### config.mk
export PLATFORM = sky130hd
export DESIGN_NAME = ysyx_23060240_lsu
export DESIGN_NICKNAME = d
export VERILOG_FILES = /design/src/rtl/ysyx_23060240_lsu.sv
export SDC_FILE = /design/constraint.sdc
export NUM_CORES = 1
export LEC_CHECK = 0
export BUFFER_PORTS_ARGS = -buffer_cell sky130_fd_sc_hd__buf_2
export CORE_MARGIN = 3
export CORE_UTILIZATION = 30
export CTS_CLUSTER_DIAMETER = 120
export DETAILED_ROUTE_END_ITERATION = 12
export HOLD_SLACK_MARGIN = 0.1
export PLACE_DENSITY_LB_ADDON = 0.1
export SLEW_MARGIN = 10
export SYNTH_ARGS = -nofsm -noshare
export SYNTH_HDL_FRONTEND = slang
export SYNTH_SLANG_ARGS = --single-unit
### constraint.sdc
create_clock -name clk -period 13.46 [get_ports clk]
set_clock_uncertainty 0.15 [all_clocks]
set_input_delay 1.346 -clock clk [delete_from_list [all_inputs] [get_ports clk]]
set_output_delay 1.346 -clock clk [all_outputs]
set_load 0.05 [all_outputs]
### src/rtl/ysyx_23060240_lsu.sv
// ysyx_23060240_lsu: load/store unit that sits after decode. It runs one
// word-aligned transaction at a time on a req/ready data-memory port and
// returns the result to writeback on a valid/ready handshake.
//
// Ports:
//   clk, rst                     clock, asynchronous active-high reset
//   in_valid / in_ready          op handshake from decode
//   mem_rd_en, mem_wr_en         load / store enables (both set: load wins)
//   memory_rd_ctrl               1=lb 2=lbu 3=lh 4=lhu 5=lw (0/6/7 act as lw)
//   memory_wr_ctrl               1=sb 2=sh 3=sw (others: empty byte mask)
//   addr, wdata                  effective byte address, store data (rs2)
//   mem_req, mem_we, mem_addr,
//   mem_wdata, mem_wmask         data-memory request, held stable in REQ
//   mem_ready, mem_rdata         memory accept/complete, read word
//   out_valid / out_ready        result handshake to writeback
//   rdata                        extended load result (0 for stores)
//   bus_err, misalign            error flags, qualified by out_valid
//
// Parameter MAX_WAIT: REQ cycles allowed without mem_ready before the op is
// aborted with bus_err; 0 disables the timeout.
//
// Optional macro LSU_MISALIGN_CHECK_EN: when defined, misaligned half/word
// accesses skip memory and complete with misalign=1. When undefined,
// misalign is always 0 and such accesses use the truncated offsets.
module ysyx_23060240_lsu #(
    parameter int unsigned MAX_WAIT = 16
) (
    input  logic        clk,
    input  logic        rst,
    input  logic        in_valid,
    output logic        in_ready,
    input  logic        mem_rd_en,
    input  logic        mem_wr_en,
    input  logic [2:0]  memory_rd_ctrl,
    input  logic [7:0]  memory_wr_ctrl,
    input  logic [31:0] addr,
    input  logic [31:0] wdata,
    output logic        mem_req,
    output logic        mem_we,
    output logic [31:0] mem_addr,
    output logic [31:0] mem_wdata,
    output logic [3:0]  mem_wmask,
    input  logic        mem_ready,
    input  logic [31:0] mem_rdata,
    output logic        out_valid,
    input  logic        out_ready,
    output logic [31:0] rdata,
    output logic        bus_err,
    output logic        misalign
);

    typedef enum logic [1:0] {StIdle, StReq, StResp} state_e;

    state_e      state_q, state_d;
    logic        is_load_q;
    logic [2:0]  rd_ctrl_q;
    logic [1:0]  off_q;
    logic [31:0] wait_cnt_q;

    logic        accept;
    logic        mis;
    logic        timeout;
    logic [3:0]  st_mask;
    logic [31:0] st_wdata;
    logic [31:0] ld_shift;
    logic [15:0] ld_half;
    logic [31:0] ld_data;

    assign accept  = (state_q == StIdle) && in_valid && (mem_rd_en || mem_wr_en);
    assign timeout = (MAX_WAIT != 0) && (wait_cnt_q == MAX_WAIT - 32'd1);

`ifdef LSU_MISALIGN_CHECK_EN
    always_comb begin
        mis = 1'b0;
        if (mem_rd_en) begin
            case (memory_rd_ctrl)
                3'd1, 3'd2: mis = 1'b0;
                3'd3, 3'd4: mis = addr[0];
                default:    mis = |addr[1:0];
            endcase
        end else begin
            case (memory_wr_ctrl)
                8'd2:    mis = addr[0];
                8'd3:    mis = |addr[1:0];
                default: mis = 1'b0;
            endcase
        end
    end
`else
    assign mis = 1'b0;
`endif

    // Store byte strobes and lane-replicated data
    always_comb begin
        st_mask  = 4'b0000;
        st_wdata = wdata;
        case (memory_wr_ctrl)
            8'd1: begin
                st_mask  = 4'b0001 << addr[1:0];
                st_wdata = {4{wdata[7:0]}};
            end
            8'd2: begin
                st_mask  = addr[1] ? 4'b1100 : 4'b0011;
                st_wdata = {2{wdata[15:0]}};
            end
            8'd3: st_mask = 4'b1111;
            default: st_mask = 4'b0000;
        endcase
    end

    // Load alignment and extension
    always_comb begin
        ld_shift = mem_rdata >> {off_q, 3'b000};
        ld_half  = off_q[1] ? mem_rdata[31:16] : mem_rdata[15:0];
        case (rd_ctrl_q)
            3'd1:    ld_data = {{24{ld_shift[7]}}, ld_shift[7:0]};
            3'd2:    ld_data = {24'd0, ld_shift[7:0]};
            3'd3:    ld_data = {{16{ld_half[15]}}, ld_half};
            3'd4:    ld_data = {16'd0, ld_half};
            default: ld_data = mem_rdata;
        endcase
    end

    // State register
    always_ff @(posedge clk or posedge rst) begin
        if (rst) begin
            state_q <= StIdle;
        end else begin
            state_q <= state_d;
        end
    end

    // Next state
    always_comb begin
        state_d = state_q;
        unique case (state_q)
            StIdle: if (accept) state_d = mis ? StResp : StReq;
            StReq:  if (mem_ready || timeout) state_d = StResp;
            StResp: if (out_ready) state_d = StIdle;
            default: state_d = StIdle;
        endcase
    end

    // Handshake outputs; reset clears state asynchronously so these drop at once
    always_comb begin
        mem_req   = (state_q == StReq);
        out_valid = (state_q == StResp);
        in_ready  = (state_q == StIdle) && !rst;
    end

    // Request fields and result registers
    always_ff @(posedge clk or posedge rst) begin
        if (rst) begin
            mem_we     <= 1'b0;
            mem_addr   <= 32'd0;
            mem_wdata  <= 32'd0;
            mem_wmask  <= 4'd0;
            rdata      <= 32'd0;
            bus_err    <= 1'b0;
            misalign   <= 1'b0;
            wait_cnt_q <= 32'd0;
            is_load_q  <= 1'b0;
            rd_ctrl_q  <= 3'd0;
            off_q      <= 2'd0;
        end else if (accept) begin
            mem_we     <= !mem_rd_en;
            mem_addr   <= {addr[31:2], 2'b00};
            mem_wdata  <= mem_rd_en ? 32'd0 : st_wdata;
            mem_wmask  <= mem_rd_en ? 4'd0 : st_mask;
            rdata      <= 32'd0;
            bus_err    <= 1'b0;
            misalign   <= mis;
            wait_cnt_q <= 32'd0;
            is_load_q  <= mem_rd_en;
            rd_ctrl_q  <= memory_rd_ctrl;
            off_q      <= addr[1:0];
        end else if (state_q == StReq) begin
            if (mem_ready) begin
                if (is_load_q) begin
                    rdata <= ld_data;
                end
            end else begin
                wait_cnt_q <= wait_cnt_q + 32'd1;
                if (timeout) begin
                    bus_err <= 1'b1;
                    rdata   <= 32'd0;
                end
            end
        end
    end

endmodule
* Word level (Yosys, flattened, before mapping) *
Cells that the tools add are included.

storage, ports and cells
  output and inout bits = 106
  bits in read-only memories = 0
  register bits = 140
  RAM bits = 0
  memories kept = 0
  input port bits = 114
  bits in latches = 0
  word-level logic and storage cells = 67

operators by class
  muxes and demuxes = 23
  multiply operators = 0
  shifts and indexed selects = 2
  divide/modulo/power cells = 0
  $add $sub $neg = 1
  equal/unequal tests = 15
  bitwise operators = 0
  $lt $le $gt $ge = 0
  reductions and logical operators = 15

operator list
  operator                                                                  number
  32-bit two-way mux                                                        9
  32-bit one-hot mux with 4 select lines                                    1
  32-bit one-hot mux with 2 select lines                                    1
  32-bit by 1-bit adder with 32-bit output (second input constant)          1
  32-bit by 4-bit equality test with 1-bit output (second input constant)   1
  32-bit by 5-bit right shift with 8-bit output                             1
  8-bit by 2-bit equality test with 1-bit output (second input constant)    2
  16-bit two-way mux                                                        1
  4-bit one-hot mux with 3 select lines                                     1
  3-bit AND reduction                                                       3
  8-bit by 1-bit equality test with 1-bit output (second input constant)    1
  4-bit two-way mux                                                         2
  3-bit by 2-bit equality test with 1-bit output (second input constant)    2
  2-bit two-way mux                                                         3
  2-bit by 1-bit inequality test with 1-bit output (second input constant)  3
  2-bit one-hot mux with 3 select lines                                     1
  1-bit two-way mux                                                         4
  2-bit nonzero test                                                        2
  1-bit by 2-bit << shifter with 4-bit output (first input constant)        1
  3-bit by 1-bit equality test with 1-bit output (second input constant)    1
  3-bit equality test (second input constant)                               1
  1-bit logical AND                                                         3
  3-bit by 1-bit inequality test with 1-bit output (second input constant)  1
  3-bit nonzero test                                                        1
  other kinds (7)                                                           9

* Logic depth before layout (Yosys ltp) *
  depth in word-level cells = 6
  mapped depth = 8
  gate-level depth less buffers = 6

* Worst setup path before layout *
No wires, ideal clock.

  kind = input to output
  start point = input port rst
  end point = output port in_ready
  setup slack = 9573 ps
  data required time = 11964 ps
  stages = 1
  arrival = 2391 ps
  buffers on the path = 0
  cells stage by stage = nor3_1

between the ends
  word-level cells in the longest chain between the ends = 2

ends and longest elaborated chain
  what                         line  RTL
  start, declared              29    input logic rst,
  1-bit logical NOT (no line)  n/a
  1-bit logical AND            148   in_ready = (state_q == StIdle) && !rst;
  end, declared                31    output logic in_ready,

No other way between the ends.

* Worst setup path in the final report *
  start point = input port memory_wr_ctrl[3]
  end point = register mem_wdata[20]

between the ends
  word-level cells in the longest chain between the ends = 3
  elaborated cells between the ends (all ways) = 4
  classes of those cells = eq/ne: 2; mux: 2

ends and longest elaborated chain
  what                                                                                                              line  RTL
  start, declared                                                                                                   35    input logic [7:0] memory_wr_ctrl,
  8-bit by 2-bit equality test with 1-bit output or 8-bit by 1-bit equality test with 1-bit output (tied branches)  97    case (memory_wr_ctrl)
  32-bit one-hot mux with 2 select lines *                                                                          97
  32-bit two-way mux *                                                                                              168   mem_wdata <= mem_rd_en ? 32'd0 : st_wdata;
  end signal, assigned                                                                                              168
  end, declared                                                                                                     41    output logic [31:0] mem_wdata,

Every way passes the cells marked *; elsewhere a longest branch is shown, timed or not.
A chain may end at the register's enable or synchronous reset.

==> results by group <==
Floorplan
  – Rows: 55
  – Top Ports: 220
  – Die Y: between 150 and 200 um
  – Die width: 159 um
  – Die area: 25,400 um^2
  – Starting density of the core: 0.308
  – Placeable Area: 22,900 um^2

Finish
  – Layout area overhead: 26.5%
  – Fill cells: around 2,300
  – Fin nets: ~1,100
  – FF+latch area: about 3500 um^2
  – Final Instance Area: 8940 um^2
  – Utilization after layout: 0.390
  – Multi-input gate area: between 3000 and 4000 um^2
  – Final antenna diode count: 0
  – Layout cells sized above 1: 0.285

Clocking
  – H-tree depth: 4
  – Post_cts resized: 0
  – Skew-Pair Late Insertion Delay: around 0.42 ns
  – CTS buffer count: 17
  – Post-CTS Setup Inserts: 0
  – Clock Root Buffer: clkbuf_16
  – CTS tree: done
  – CTS sink count: 140
  – Worst-path clk slew: 0.06 ns
  – CTS Buffer Depth: 2
  – Cts hold-fix bufs: 0

Placement
  – Placed cell area: approximately 8400 um^2
  – Gpl congestion: 0.783
  – Port bufs: 216
  – Hpwl dp: roughly 15,000 um

Global routing
  – Initial antenna violation count: 3
  – All-Layer GR Usage: 0.175
  – First-pass GRT wire length: roughly 36,000 um
  – Largest net degree at the start of global routing: 80
  – Gr ovfl total: 0
  – Vias in the first global route: 6,342

Timing
  – RSZ-0062 raised after global routing: false
  – Fin Hold WS: 0.312 ns
  – Slew headroom: 0.199
  – Worst Tran Pin Value: about 1.2 ns
  – Fin crit period: ~3.4 ns
  – Final-report hold violation count: 0
  – Final setup TNS: 0 ns
  – Fmax: slightly below 300 MHz
  – Slew Limit Fails: 0
  – Crit share post-route: 0.252
  – Final setup viols: 0

Route
  – Detailed-route wire length per cell: between 15 and 20 um
  – Routed Antenna Nets: 0
  – # DRC: 0
  – Detailed Route WL: between 20,000 and 25,000 um
  – Via count: approximately 6,300
  – Starting DRT DRC Count: between 200 and 300
  – Drt pass-1 iters: 6
  – Via density: about 4.9

Yosys
  – Synth top area share: 0.496
  – Yosys reg bits: 140
  – Seq/Total Area, Yosys: 0.496
  – Synth area leaders: dfrtp_1, nand2_1, mux2i_1
  – Cell taking the most area after synthesis: dfrtp_1
  – Yosys cell types: ~60
  – EDFF count, synth: 0
  – Top post-synthesis cells by count: nand2_1, dfrtp_1, nor2_1
  – Top FF cell, synth: dfrtp_1
  – Yosys synthesis warning count: 0
  – Most common cell in the netlist: nand2_1
  – Cells after Synth: 767
  – Syn_area_per_cell: ~9 um^2
  – Asr flop ratio synth: 1.00
  – Mapped cell area: about 7100 um^2

Power
  – Pwr dens: about 240 nW/um^2
  – VDD IR max: 121 uV
  – Leakage Power: about 0.0046 uW

Worst setup path
  – Max incr delay on CP: approximately 0.8 ns
  – Worst path cell trace: buf_2 -> nor4_1 -> and4b_1 -> nor2_2 -> mux2i_1 -> o21ai_0
  – Critical Path Source Type: input port
  – Crit Path Category: input port to flip-flop
  – Crit. End Element: flip-flop
  – Data required, critical path: between 10 and 15 ns
  – Buf/Inv on CP: 1
  – CP max stage cell: and4b_1
  – Critical path peak fanout: 17
  – Worst path arrival time: ~3.6 ns
  – Top Family by Delay on Critical Path: simple AND/OR/NAND/NOR gates

Run
  – Maxcap violations: 0

Run status
  – Outcome: complete, no violations

Worst hold path
  – Hold Path Class: flip-flop to flip-flop
## layer usage
| layer | share of wire | wire length, um | global-route usage |
|---|---|---|---|
| met1 | 0.47 | 10400 | 0.246 |
| met2 | 0.44 | 9630 | 0.258 |
| met3 | 0.076 | 1690 | 0.0580 |
| met4 | 0.016 | 342 | 0.0458 |
| met5 | 0.0014 | 30 | 0 |
## metrics by stage
| step | worst slack (ns) | instances | power [uW] |
|---|---|---|---|
| finish | 10.07 | 1283 | 2180 |
| global route | 9.77 | 1283 | 2310 |
| CTS | 10.06 | 1283 | 2200 |
| detailed placement | 9.61 | 1252 | 1730 |
| global placement | 9.66 | 1252 | 1730 |
| floorplan | 8.21 | 769 | 1450 |
## tightest hold or removal path: cells and delay by family, from the launching register on
kind,cells,cell delay (ns)
and+or+nand+nor,2,0.10
DFF,1,0.34
## cells in the final DEF (no fill, tap or decap), types with 3 or more instances in the layout
master,instances
a21oi_1,26
a221oi_1,8
a22oi_1,4
and2_1,5
and3_1,8
and4_1,4
buf_2,216
buf_4,7
clkbuf_16,17
clkinv_4,5
conb_1,3
dfrtp_1,140
inv_1,9
inv_6,5
mux2i_1,39
nand2_1,192
nand2b_1,4
nand3_1,7
nand3b_1,9
nand4_1,16
nor2_1,59
nor2b_1,4
nor3_1,8
nor3_2,3
nor3b_1,6
nor4_1,9
nor4b_1,7
o2111ai_1,6
o21ai_0,44
o21ai_1,3
o221ai_1,3
o2bb2ai_1,22
o31ai_1,9
or4_1,7
xnor2_1,8
xor2_1,9
## kinds of logic (layout without fill, tap and decap cells)
group / after synthesis / after routing / synth area share
and+or+nand+nor: 365 / 365 / 0.251
xor gates and xnor gates: 17 / 17 / 0.0211
other: 1 / 3 / 0.000531
buffers and inverters: 63 / 264 / 0.0405
DFF: 140 / 140 / 0.496
AOI/OAI and AO/OA: 139 / 139 / 0.131
muxes: 41 / 41 / 0.0584
adders and majority gates: 1 / 1 / 0.00177
## area by class of cell
type                            instances  area share
Clock buffer                           18      0.0491
Multi-Input combinational cell        566       0.369
Tap cell                              313      0.0438
Sequential cell                       140       0.392
Timing Repair Buffer                  223       0.127
Clock inverter                         13      0.0148
Inverter                               10     0.00476
## sequential cells by signal (all words and copies together), names as in the netlist, 2 cells and up
register and cells:
mem_addr 30, mem_wdata 32, mem_wmask 4, off_q 2, rd_ctrl_q 3, rdata 32, state_q 2, wait_cnt_q 32
## power by group
| group | switching (uW) | internal (uW) |
|---|---|---|
| clock network | 201 | 263 |
| registers | 117 | 561 |
| logic | 783 | 253 |
| total | 1100 | 1080 |
## final timing paths
kind | start | end | slack [ns] | cells past startpoint
worst max-delay path | memory_wr_ctrl[3] | mem_wdata[20]$_DFFE_PP0N_ | 10.07 | 6
worst max register to register | off_q[1]$_DFFE_PP0N_ | rdata[13]$_DFFE_PP0P_ | 10.44 | 5
worst min register to register | mem_wdata[5]$_DFFE_PP0N_ | mem_wdata[5]$_DFFE_PP0N_ | 0.31 | 2
max in group asynchronous | rst | rdata[21]$_DFFE_PP0P_ | 10.86 | 3
worst min-delay path | mem_wdata[5]$_DFFE_PP0N_ | mem_wdata[5]$_DFFE_PP0N_ | 0.31 | 2
min in group asynchronous | rst | mem_addr[11]$_DFFE_PP0N_ | 0.89 | 2
No activity file was read; power rests on OpenSTA's default activity.
